### src/rtl/csdf_1p_2f_split.sv
// Tag-based splitter: pops tagged tokens from one FWFT FIFO and routes the payload
// to one of two per-flow output FIFOs through a single skid entry per flow.
module csdf_1p_2f_split #(
    parameter int WIDTH     = 8,
    parameter int CNT_WIDTH = 16
) (
    input  logic                 ck,
    input  logic                 rst,
    input  logic [WIDTH-1:0]     in_data,
    input  logic                 empty,
    output logic                 rd,
    input  logic                 full0,
    input  logic                 full1,
    output logic                 wr0,
    output logic                 wr1,
    output logic [WIDTH-2:0]     out0_data,
    output logic [WIDTH-2:0]     out1_data,
    output logic [CNT_WIDTH-1:0] cnt0,
    output logic [CNT_WIDTH-1:0] cnt1
);

    localparam logic [CNT_WIDTH-1:0] CNT_ONE = {{(CNT_WIDTH-1){1'b0}}, 1'b1};

    logic [WIDTH-2:0] hold0, hold1;
    logic             v0, v1;
    logic             free0, free1;
    logic             tag;
    logic [WIDTH-2:0] payload;
    logic             take0, take1;

    assign tag     = in_data[WIDTH-1];
    assign payload = in_data[WIDTH-2:0];

    assign wr0       = v0 & ~full0;
    assign wr1       = v1 & ~full1;
    assign out0_data = hold0;
    assign out1_data = hold1;

    // A slot counts as free when it is empty or is being written out this cycle.
    assign free0 = ~v0 | wr0;
    assign free1 = ~v1 | wr1;

    // Strict in-order consumption: a blocked head token stalls both flows.
    assign rd    = ~rst & ~empty & (tag ? free1 : free0);
    assign take0 = rd & ~tag;
    assign take1 = rd & tag;

    always_ff @(posedge ck or posedge rst) begin
        if (rst) begin
            hold0 <= '0;
            v0    <= 1'b0;
            cnt0  <= '0;
        end else begin
            if (take0) begin
                hold0 <= payload;
                v0    <= 1'b1;
            end else if (wr0) begin
                v0 <= 1'b0;
            end
            if (wr0) begin
                cnt0 <= cnt0 + CNT_ONE;
            end
        end
    end

    always_ff @(posedge ck or posedge rst) begin
        if (rst) begin
            hold1 <= '0;
            v1    <= 1'b0;
            cnt1  <= '0;
        end else begin
            if (take1) begin
                hold1 <= payload;
                v1    <= 1'b1;
            end else if (wr1) begin
                v1 <= 1'b0;
            end
            if (wr1) begin
                cnt1 <= cnt1 + CNT_ONE;
            end
        end
    end

endmodule
### config.mk
export PLATFORM = sky130hd
export DESIGN_NAME = csdf_1p_2f_split
export DESIGN_NICKNAME = d
export VERILOG_FILES = /design/src/rtl/csdf_1p_2f_split.sv
export SDC_FILE = /design/constraint.sdc
export NUM_CORES = 1
export LEC_CHECK = 0
export CORE_AREA = 2 2 73 103
export DETAILED_ROUTE_END_ITERATION = 7
export DIE_AREA = 0 0 75 105
export PLACE_DENSITY = 0.57
export SETUP_SLACK_MARGIN = 0.15
export SYNTH_ARGS = -nofsm -noshare
export SYNTH_HDL_FRONTEND = slang
export SYNTH_SLANG_ARGS = --single-unit
export TNS_END_PERCENT = 1
### constraint.sdc
create_clock -name ck -period 3.1 [get_ports ck]
set_input_delay 0.62 -clock ck [delete_from_list [all_inputs] [get_ports ck]]
set_output_delay 0.62 -clock ck [all_outputs]
set_load 0.01 [all_outputs]
==> results of run 1 <==
## flip-flops by register name (all words and copies together), names as in the netlist
name and flops:
cnt1 16, cnt0 16, out0_data 7, v0 1, v1 1, out1_data 7
## power groups by stage
stage | registers [mW] | logic [mW] | clock network, mW
floorplan | 0.869 | 0.125 | 0
global placement | 0.839 | 0.414 | 0
detailed placement | 0.841 | 0.417 | 0
CTS | 0.830 | 0.419 | 0.544
global route | 0.847 | 0.445 | 0.568
finish | 0.827 | 0.410 | 0.519
## cell usage in the layout (no fill, tap or decap), types with 2 or more instances in the layout
| master | synthesis | final |
|---|---|---|
| sky130_fd_sc_hd__dfrtp_1 | 48 | 48 |
| sky130_fd_sc_hd__nand4_1 | 5 | 5 |
| sky130_fd_sc_hd__and4b_1 | 2 | 2 |
| sky130_fd_sc_hd__nor3_2 | 2 | 2 |
| sky130_fd_sc_hd__clkbuf_8 | 0 | 5 |
| sky130_fd_sc_hd__mux2_2 | 16 | 16 |
| sky130_fd_sc_hd__and3_1 | 3 | 3 |
| sky130_fd_sc_hd__xnor2_1 | 15 | 15 |
| sky130_fd_sc_hd__and4_1 | 3 | 3 |
| sky130_fd_sc_hd__nand2_1 | 13 | 13 |
| sky130_fd_sc_hd__nand3_1 | 8 | 8 |
| sky130_fd_sc_hd__nor3_1 | 2 | 2 |
| sky130_fd_sc_hd__clkdlybuf4s50_1 | 0 | 61 |
| sky130_fd_sc_hd__buf_4 | 1 | 2 |
| sky130_fd_sc_hd__a21oi_1 | 2 | 2 |
| sky130_fd_sc_hd__ha_1 | 2 | 2 |
| sky130_fd_sc_hd__bufinv_16 | 0 | 2 |
| sky130_fd_sc_hd__nor2_1 | 9 | 9 |
| sky130_fd_sc_hd__nor2b_1 | 2 | 2 |
| sky130_fd_sc_hd__xor2_1 | 15 | 15 |
## synthesized netlist by cell type
cell type	n
sky130_fd_sc_hd__nor2b_1	2
sky130_fd_sc_hd__nand2b_1	1
sky130_fd_sc_hd__dfrtp_1	48
sky130_fd_sc_hd__and2b_1	1
sky130_fd_sc_hd__inv_1	2
sky130_fd_sc_hd__nand2_1	13
sky130_fd_sc_hd__ha_1	2
sky130_fd_sc_hd__nor3_1	2
sky130_fd_sc_hd__nand3_1	8
sky130_fd_sc_hd__nand4_4	1
sky130_fd_sc_hd__mux2_2	16
sky130_fd_sc_hd__nor3b_1	1
sky130_fd_sc_hd__nand3b_1	1
sky130_fd_sc_hd__and4b_1	2
sky130_fd_sc_hd__a2111oi_4	1
sky130_fd_sc_hd__nand4_1	5
sky130_fd_sc_hd__nor3_2	2
sky130_fd_sc_hd__buf_4	1
sky130_fd_sc_hd__and4_1	3
sky130_fd_sc_hd__xor2_1	15
sky130_fd_sc_hd__a21oi_1	2
sky130_fd_sc_hd__nor2_1	9
sky130_fd_sc_hd__o31ai_1	1
sky130_fd_sc_hd__nor3b_2	1
sky130_fd_sc_hd__xnor2_1	15
sky130_fd_sc_hd__and3_1	3
## final cells by class
type | count | area [µm²] | share of cell area
clock buffers | 5 | 68.82 | 0.02357
multi-input cells | 107 | 837.1 | 0.2868
well taps | 95 | 118.9 | 0.04072
clock inverters | 2 | 60.06 | 0.02057
flip-flops and latches | 48 | 1201 | 0.4115
repair buffers | 63 | 625.6 | 0.2143
inverters | 2 | 7.507 | 0.002572
## worst max path at each step
stage,start,to,slack [ns],cells after the start
after detailed placement,full0,wr0,0.36,3
final,full0,wr0,0.38,3
after CTS,full0,wr0,0.36,3
after global routing,full0,rd,0.28,5
after floorplan,rst,cnt0[0]$_DFFE_PP0P_,1.34,1
after global placement,full0,wr0,0.36,3
## cell families (layout without fill, tap and decap cells)
logic type                 count (synthesis)  in the layout  share of synthesized area
buffers and inverters                      3             72                   0.007315
xor gates and xnor gates                  30             30                     0.1280
DFF                                       48             48                     0.5850
and+or+nand+nor                           55             55                     0.1578
muxes                                     16             16                    0.08775
adders and majority gates                  2              2                    0.01219
AOI/OAI and AO/OA                          4              4                    0.02194
## metal layers
layer | GRT usage | routed length (µm) | vias up
met5 | 0 | 0 | -
met4 | 0.04592 | 56 | 0
met3 | 0.03954 | 272 | 5
met2 | 0.1942 | 2110 | 46
met1 | 0.1513 | 1799 | 703
li1 | - | - | 678
==> flow_metrics.env, run 1 <==
export IMPL_crit_fanout=5
export IMPL_min_delay_start="cnt0[15]$_DFFE_PP0P_"
export IMPL_die_outline_area_um2=7875
export IMPL_place_hpwl_um=3153
export IMPL_gr_usage_all_layers=0.1223
export IMPL_combPwrFrac=0.233
export IMPL_gp_congestion=0.7383
export IMPL_critical_path_buf_inv_count=2
export IMPL_starting_density=0.2979
export IMPL_p_switching_mw=0.4605
export IMPL_worst_endpoint_arrival_ns=2.10
export IMPL_timing_critical_path_to_type="primary output"
export IMPL_detailed_place_area_um2=2790
export IMPL_dr_pass1_iters=4
export IMPL_mean_syn_cell_area_um2=13.00
export IMPL_finalCritPeriodShare=0.8783
export IMPL_post_route_util=0.4236
export IMPL_route_detailed_drc=0
export IMPL_required_ns=2.48
export IMPL_setup_repair_after_global_routing_missed_its_margin="false"
export IMPL_worst_setup_hold_path_clk_slew_ns=0.09
export IMPL_die_height_um=105
export IMPL_synthesis_instances=158
export IMPL_cts_hold_fix_buffers=0
export IMPL_yosysWarnings=0
export IMPL_min_path_type="reg -> reg"
export IMPL_cts_made_buffers=5
export IMPL_post_route_worst_setup_slack_ns=0.3774
export IMPL_final_max_slew_violation_count=0
export IMPL_antenna_cells=0
export IMPL_tightest_slew_margin_relative_to_the_limit=0.5803
export IMPL_die_width_um=75
export IMPL_power_density_cell_area_nw_per_um2=601.5
export IMPL_setup_repair_bufs_after_cts=0
export IMPL_timing_hold_ws_ns=0.4730
export IMPL_rr_worst_depth=5
export IMPL_dpl_worst_slack_ns=0.3604
export IMPL_clockBufferDepth=2
export IMPL_drt_antenna_violating_nets=0
export IMPL_critical_path_class="in -> out"
export IMPL_drt_first_iter_violations=107
export IMPL_setup_viol=0
export IMPL_power_total_mw=1.756
export IMPL_count_of_vias_placed_by_the_detailed_router=1432
export IMPL_worstMarginPinSlew_ns=0.6296
export IMPL_vdd_drop_max_uv=406.4
export IMPL_fin_tns_setup_ns=0
export IMPL_clock_tree_from_tritoncts="yes"
export IMPL_r2r_slack_ns=1.38
export IMPL_top_level_i_o_count=62
export IMPL_mappedNetlistNets=173
export IMPL_grt_first_pass_wirelength_um=7396
export IMPL_core_area_um2=6892
export IMPL_crit_family="buffers and inverters"
export IMPL_synth_area_top_cells="sky130_fd_sc_hd__dfrtp_1 (59%), sky130_fd_sc_hd__mux2_2 (8.8%), sky130_fd_sc_hd__xnor2_1 (6.4%)"
export IMPL_clk_insertion_delay_late_ns=0.29
export IMPL_ys_seq_elements=48
export IMPL_share_of_power_burned_in_the_clock_network=0.295
export IMPL_detail_route_vias_per_cell=4.447
export IMPL_worstPathCellList="clkdlybuf4s50_1, and2b_1, clkdlybuf4s50_1"
export IMPL_final_instance_count_excl_fill=322
export IMPL_layout_min_cycle_time_ns=2.723
export IMPL_internal_power_mw=1.295
export IMPL_crit_path_top_delay_cell="sky130_fd_sc_hd__clkdlybuf4s50_1"
export IMPL_num_fill_cells=684
export IMPL_number_of_global_route_vias_before_repair=1501
export IMPL_gr_total_overflow=0
export IMPL_worst_hold_path_num_cells=1
export IMPL_fp_row_count=36
export IMPL_synthDominantCellAreaShare=0.5850
export IMPL_run_status="complete, no violations"
export IMPL_r2r_end="cnt1[10]$_DFFE_PP0P_"
export IMPL_wire_per_inst_um=13.16
export IMPL_yosysSeqAreaShare=0.5850
export IMPL_clkSinkCount=48
export IMPL_setup_worst_path_start_class="input pin"
export IMPL_r2r_start="cnt1[0]$_DFFE_PP0P_"
export IMPL_swShare=0.2623
export IMPL_hold_path_endpoint="cnt0[15]$_DFFE_PP0P_"
export IMPL_flow_area_growth_from_synthesis_pct=42.17
export IMPL_fmax_ghz=0.3673
export IMPL_port_buffers=61
export IMPL_post_route_design_area_um2=2919
export IMPL_maximum_number_of_pins_on_one_net_before_global_route_repair=24
export IMPL_synthDominantAreaCellType="sky130_fd_sc_hd__dfrtp_1"
export IMPL_share_seq_of_total_power=0.471
export IMPL_detail_route_wirelength_um=4239
export IMPL_cpMostUsedCell="sky130_fd_sc_hd__clkdlybuf4s50_1"
export IMPL_design_final_nets=242
export IMPL_power_leakage_nw=1.268
export IMPL_htreeDepth=2
export IMPL_post_cts_resized=0
export IMPL_critical_path_max_stage_delay_ns=0.58
export IMPL_max_cap_violations=0
export IMPL_drive_above_1_share=0.1366
export IMPL_antenna_violations_before_repair=0
export IMPL_fin_hold_viols=0
export IMPL_post_synth_instance_area_um2=2053
export IMPL_clock_root_buffer="sky130_fd_sc_hd__clkbuf_8"
export IMPL_finalClockSkew_ns=0.005557
export IMPL_number_of_different_library_cells_in_the_post_synthesis_netlist=26
export IMPL_placedCellCount=315
Note: power is estimated with default switching activity, not from simulation.
==> run 2, diff against run 1 <==
--- a/config.mk
+++ b/config.mk
@@ -8,7 +8,7 @@
 export CORE_AREA = 2 2 73 103
 export DETAILED_ROUTE_END_ITERATION = 7
 export DIE_AREA = 0 0 75 105
-export PLACE_DENSITY = 0.57
+export PLACE_DENSITY = 0.6
 export SETUP_SLACK_MARGIN = 0.15
 export SYNTH_ARGS = -nofsm -noshare
 export SYNTH_HDL_FRONTEND = slang
==> flow_metrics.env, run 2 (synthesis results as in run 1) <==
export IMPL_post_cts_resized=0
export IMPL_grt_first_pass_wirelength_um=6941
export IMPL_share_seq_of_total_power=0.512
export IMPL_core_area_um2=6892
export IMPL_post_route_worst_setup_slack_ns=0.4342
export IMPL_critical_path_class="in -> out"
export IMPL_antenna_cells=0
export IMPL_gr_total_overflow=0
export IMPL_number_of_global_route_vias_before_repair=1438
export IMPL_swShare=0.2870
export IMPL_critical_path_buf_inv_count=2
export IMPL_clock_tree_from_tritoncts="yes"
export IMPL_setup_repair_after_global_routing_missed_its_margin="false"
export IMPL_clkSinkCount=48
export IMPL_dr_pass1_iters=4
export IMPL_power_density_cell_area_nw_per_um2=561.6
export IMPL_design_final_nets=243
export IMPL_power_leakage_nw=1.259
export IMPL_finalCritPeriodShare=0.8599
export IMPL_setup_viol=0
export IMPL_finalClockSkew_ns=0.003959
export IMPL_post_route_util=0.4194
export IMPL_worstPathCellList="clkdlybuf4s50_1, a21oi_1, a21oi_1, nor3_1, clkdlybuf4s50_1"
export IMPL_detail_route_vias_per_cell=4.395
export IMPL_starting_density=0.2979
export IMPL_route_detailed_drc=0
export IMPL_r2r_slack_ns=1.36
export IMPL_fin_tns_setup_ns=0
export IMPL_htreeDepth=2
export IMPL_internal_power_mw=1.157
export IMPL_place_hpwl_um=3152
export IMPL_commonest_non_fill_non_tap_cell_in_the_layout="sky130_fd_sc_hd__clkdlybuf4s50_1"
export IMPL_p_switching_mw=0.4658
export IMPL_crit_family="buffers and inverters"
export IMPL_worst_endpoint_arrival_ns=2.05
export IMPL_setup_worst_path_start_class="input pin"
export IMPL_drive_above_1_share=0.1441
export IMPL_layout_min_cycle_time_ns=2.666
export IMPL_cts_hold_fix_buffers=0
export IMPL_die_height_um=105
export IMPL_gp_congestion=0.7112
export IMPL_fmax_ghz=0.3751
export IMPL_dpl_worst_slack_ns=0.4429
export IMPL_post_route_design_area_um2=2890
export IMPL_fp_row_count=36
export IMPL_max_cap_violations=0
export IMPL_top_level_i_o_count=62
export IMPL_combPwrFrac=0.253
export IMPL_fin_hold_viols=0
export IMPL_min_path_type="reg -> reg"
export IMPL_clk_insertion_delay_late_ns=0.29
export IMPL_share_of_power_burned_in_the_clock_network=0.235
export IMPL_largest_registers="cnt0: 16 flops, cnt1: 16 flops"
export IMPL_crit_path_top_delay_cell="sky130_fd_sc_hd__clkdlybuf4s50_1"
export IMPL_port_buffers=61
export IMPL_die_width_um=75
export IMPL_clock_root_buffer="sky130_fd_sc_hd__clkbuf_8"
export IMPL_detailed_place_area_um2=2798
export IMPL_final_max_slew_violation_count=0
export IMPL_tightest_slew_margin_relative_to_the_limit=0.5763
export IMPL_maximum_number_of_pins_on_one_net_before_global_route_repair=20
export IMPL_detail_route_wirelength_um=4241
export IMPL_flow_area_growth_from_synthesis_pct=40.77
export IMPL_wire_per_inst_um=13.09
export IMPL_drt_first_iter_violations=40
export IMPL_layout_cells_most_common_list="sky130_fd_sc_hd__clkdlybuf4s50_1 (61), sky130_fd_sc_hd__dfrtp_1 (48), sky130_fd_sc_hd__mux2_2 (16)"
export IMPL_gr_usage_all_layers=0.1132
export IMPL_count_of_vias_placed_by_the_detailed_router=1424
export IMPL_drt_antenna_violating_nets=0
export IMPL_vdd_drop_max_uv=269.7
export IMPL_required_ns=2.48
export IMPL_cts_made_buffers=5
export IMPL_run_status="complete, no violations"
export IMPL_clockBufferDepth=2
export IMPL_critical_path_max_stage_delay_ns=0.57
export IMPL_setup_repair_bufs_after_cts=0
export IMPL_power_total_mw=1.623
export IMPL_antenna_violations_before_repair=0
export IMPL_die_outline_area_um2=7875
export IMPL_worstMarginPinSlew_ns=0.6356
export IMPL_timing_critical_path_to_type="primary output"
export IMPL_worst_setup_hold_path_clk_slew_ns=0.09
export IMPL_crit_fanout=5
export IMPL_num_fill_cells=692
==> run 2: layout make-up <==
cell class                 instances  area [µm²]  share of cell area
clock buffer                       6       82.58             0.02857
clock inverter                     2       10.01            0.003463
inverter                           2       7.507            0.002597
multi-input combinational        107       837.1              0.2896
sequential                        48        1201              0.4156
tap                               95       118.9             0.04113
timing repair buffer              64       633.1              0.2190
==> run 2: worst paths after layout <==
path / cells after the start / to / from
max in group asynchronous: 3 / out1_data[3]$_DFFE_PP0P_ / rst
min in group asynchronous: 2 / out1_data[4]$_DFFE_PP0P_ / rst
worst min register to register: 1 / cnt0[15]$_DFFE_PP0P_ / cnt0[15]$_DFFE_PP0P_
worst max register to register: 5 / cnt1[10]$_DFFE_PP0P_ / cnt1[0]$_DFFE_PP0P_
worst min-delay path: 1 / cnt0[15]$_DFFE_PP0P_ / cnt0[15]$_DFFE_PP0P_
worst max-delay path: 5 / rd / in_data[7]
==> run 2: power by group through the flow <==
stage	Clock [mW]	Combinational, mW	Sequential (mW)
after floorplan	0	0.125	0.869
after global placement	0	0.414	0.842
after detailed placement	0	0.419	0.845
after CTS	0.405	0.421	0.834
after global routing	0.426	0.445	0.847
final	0.381	0.411	0.831
==> run 2: metrics by stage <==
step / std cells / hold WS, ns
finish: 324 / 0.4640
floorplan: 158 / 0.5037
global route: 324 / 0.4816
detailed placement: 316 / 0.4568
global placement: 316 / 0.4585
CTS: 324 / 0.4730
==> run 2: per-layer routing <==
| metal | part of all wire | vias up | wire length (µm) | global-route usage |
|---|---|---|---|---|
| met4 | 0.012 | 0 | 51 | 0.04209 |
| met1 | 0.42 | 699 | 1777 | 0.1403 |
| met5 | 0 | - | 0 | 0 |
| met3 | 0.059 | 4 | 251 | 0.03182 |
| met2 | 0.51 | 42 | 2160 | 0.1830 |
| li1 | - | 679 | - | - |
==> run 2: worst reg2reg max path, cell delays in order (launching register included) <==
cell and delay (ns):
sky130_fd_sc_hd__dfrtp_1 0.43, sky130_fd_sc_hd__ha_1 0.17, sky130_fd_sc_hd__nand3b_1 0.14, sky130_fd_sc_hd__nor3b_1 0.56, sky130_fd_sc_hd__nand4_1 0.19, sky130_fd_sc_hd__xnor2_1 0.15
==> run 3, diff against run 2 <==
--- a/config.mk
+++ b/config.mk
@@ -8,7 +8,8 @@
 export CORE_AREA = 2 2 73 103
 export DETAILED_ROUTE_END_ITERATION = 7
 export DIE_AREA = 0 0 75 105
-export PLACE_DENSITY = 0.6
+export PLACE_DENSITY_LB_ADDON = 0.25
+export REMOVE_ABC_BUFFERS = 1
 export SETUP_SLACK_MARGIN = 0.15
 export SYNTH_ARGS = -nofsm -noshare
 export SYNTH_HDL_FRONTEND = slang
==> flow_metrics.env, run 3 (synthesis results as in run 1) <==
export IMPL_vdd_drop_max_uv=296.3
export IMPL_fin_hold_viols=0
export IMPL_finalClockSkew_ns=0.004734
export IMPL_r2r_end="cnt1[10]$_DFFE_PP0P_"
export IMPL_count_of_vias_placed_by_the_detailed_router=1415
export IMPL_clk_insertion_delay_late_ns=0.29
export IMPL_rr_worst_depth=5
export IMPL_clock_tree_from_tritoncts="yes"
export IMPL_detail_route_vias_per_cell=4.408
export IMPL_die_outline_area_um2=7875
export IMPL_worstMarginPinSlew_ns=0.6316
export IMPL_tightest_slew_margin_relative_to_the_limit=0.5789
export IMPL_cts_hold_fix_buffers=0
export IMPL_final_max_slew_violation_count=0
export IMPL_wire_per_inst_um=13.31
export IMPL_maximum_number_of_pins_on_one_net_before_global_route_repair=26
export IMPL_num_fill_cells=667
export IMPL_max_cap_violations=0
export IMPL_worst_endpoint_arrival_ns=2.10
export IMPL_commonest_non_fill_non_tap_cell_in_the_layout="sky130_fd_sc_hd__clkdlybuf4s50_1"
export IMPL_final_instance_count_excl_fill=321
export IMPL_worst_hold_path_num_cells=1
export IMPL_flow_area_growth_from_synthesis_pct=40.83
export IMPL_power_leakage_nw=1.254
export IMPL_power_density_cell_area_nw_per_um2=564.1
export IMPL_die_height_um=105
export IMPL_drt_first_iter_violations=36
export IMPL_top_usage_layer="met2"
export IMPL_layout_min_cycle_time_ns=2.720
export IMPL_core_area_um2=6892
export IMPL_hold_path_endpoint="cnt1[15]$_DFFE_PP0P_"
export IMPL_starting_density=0.2979
export IMPL_run_status="complete, no violations"
export IMPL_finalCritPeriodShare=0.8774
export IMPL_antenna_violations_before_repair=0
export IMPL_gr_usage_all_layers=0.1194
export IMPL_gr_usage_met2=0.1867
export IMPL_r2r_slack_ns=1.40
export IMPL_fp_row_count=36
export IMPL_clockBufferDepth=2
export IMPL_route_detailed_drc=0
export IMPL_cts_made_buffers=5
export IMPL_min_path_type="reg -> reg"
export IMPL_dr_pass1_iters=4
export IMPL_clock_root_buffer="sky130_fd_sc_hd__clkbuf_8"
export IMPL_post_cts_resized=0
export IMPL_number_of_global_route_vias_before_repair=1447
export IMPL_setup_worst_path_start_class="input pin"
export IMPL_die_width_um=75
export IMPL_largest_registers="cnt0: 16 flops, cnt1: 16 flops"
export IMPL_gr_total_overflow=0
export IMPL_timing_critical_path_to_type="primary output"
export IMPL_grt_first_pass_wirelength_um=7265
export IMPL_htreeDepth=2
export IMPL_globalRouteMet3Util=0.04243
export IMPL_crit_fanout=5
export IMPL_setup_repair_after_global_routing_missed_its_margin="false"
export IMPL_layout_cells_most_common_list="sky130_fd_sc_hd__clkdlybuf4s50_1 (61), sky130_fd_sc_hd__dfrtp_1 (48), sky130_fd_sc_hd__mux2_2 (16)"
export IMPL_worst_setup_hold_path_clk_slew_ns=0.08
export IMPL_post_route_design_area_um2=2892
export IMPL_timing_hold_ws_ns=0.4717
export IMPL_globalRouteMet1Util=0.1493
export IMPL_fin_tns_setup_ns=0
export IMPL_antenna_cells=0
export IMPL_seqCellArea_um2=1201
export IMPL_port_buffers=61
export IMPL_drive_above_1_share=0.1327
export IMPL_post_route_util=0.4196
export IMPL_fmax_ghz=0.3677
export IMPL_place_hpwl_um=3190
export IMPL_detail_route_wirelength_um=4273
export IMPL_required_ns=2.48
export IMPL_gp_congestion=0.7068
export IMPL_r2r_start="cnt1[0]$_DFFE_PP0P_"
export IMPL_drt_antenna_violating_nets=0
export IMPL_top_level_i_o_count=62
export IMPL_min_delay_start="cnt1[15]$_DFFE_PP0P_"
export IMPL_detailed_place_area_um2=2795
export IMPL_setup_viol=0
export IMPL_clkSinkCount=48
export IMPL_placedCellCount=314
export IMPL_multi_input_area_um2=837.1
export IMPL_setup_repair_bufs_after_cts=0
export IMPL_critical_path_class="in -> out"
export IMPL_design_final_nets=241
-- run 3: cell types whose count changed in the layout (fill, tap and decap cells not counted), sizes merged --
| cell | before | now |
|---|---|---|
| buf | 3 | 1 |
| clkbuf | 6 | 7 |
| clkinv | 2 | 0 |
-- run 3: worst max path at each step --
stage | startpoint | end | slack [ns]
after CTS | full0 | wr0 | 0.37
after floorplan | rst | cnt0[0]$_DFFE_PP0P_ | 1.34
after detailed placement | full0 | wr0 | 0.37
after global placement | full0 | wr0 | 0.38
final | full0 | wr0 | 0.38
after global routing | full0 | wr0 | 0.31
-- run 3: per-stage QoR --
step / setup slack [ns] / power, mW
4_1_cts: 0.3674 / 1.667
3_3_place_gp: 0.3812 / 1.257
3_5_place_dp: 0.3672 / 1.259
6_report: 0.3801 / 1.631
5_1_grt: 0.3076 / 1.731
2_1_floorplan: 1.336 / 0.9935
-- run 3: power breakdown --
part	total [mW]	switching, mW	leakage (nW)	internal (mW)
sequential	0.824	0.103	0.620	0.722
combinational	0.414	0.157	0.583	0.256
clock	0.393	0.194	0.0503	0.199
-- run 3: area by class of cell --
| type | instances | share of cell area |
|---|---|---|
| repair buffers | 62 | 0.2181 |
| multi-input cells | 107 | 0.2895 |
| clock buffers | 7 | 0.03332 |
| well taps | 95 | 0.04111 |
| flip-flops and latches | 48 | 0.4154 |
| inverters | 2 | 0.002596 |
-- run 3: worst max-delay path: stages --
cell and delay [ns]:
sky130_fd_sc_hd__clkdlybuf4s50_1 0.51, sky130_fd_sc_hd__and2b_1 0.38, sky130_fd_sc_hd__clkdlybuf4s50_1 0.59
-- run 3: layer usage --
metal	vias up	share of wire
met5	-	0
met4	0	0.017
met3	5	0.077
met2	48	0.50
met1	681	0.41
li1	681	-
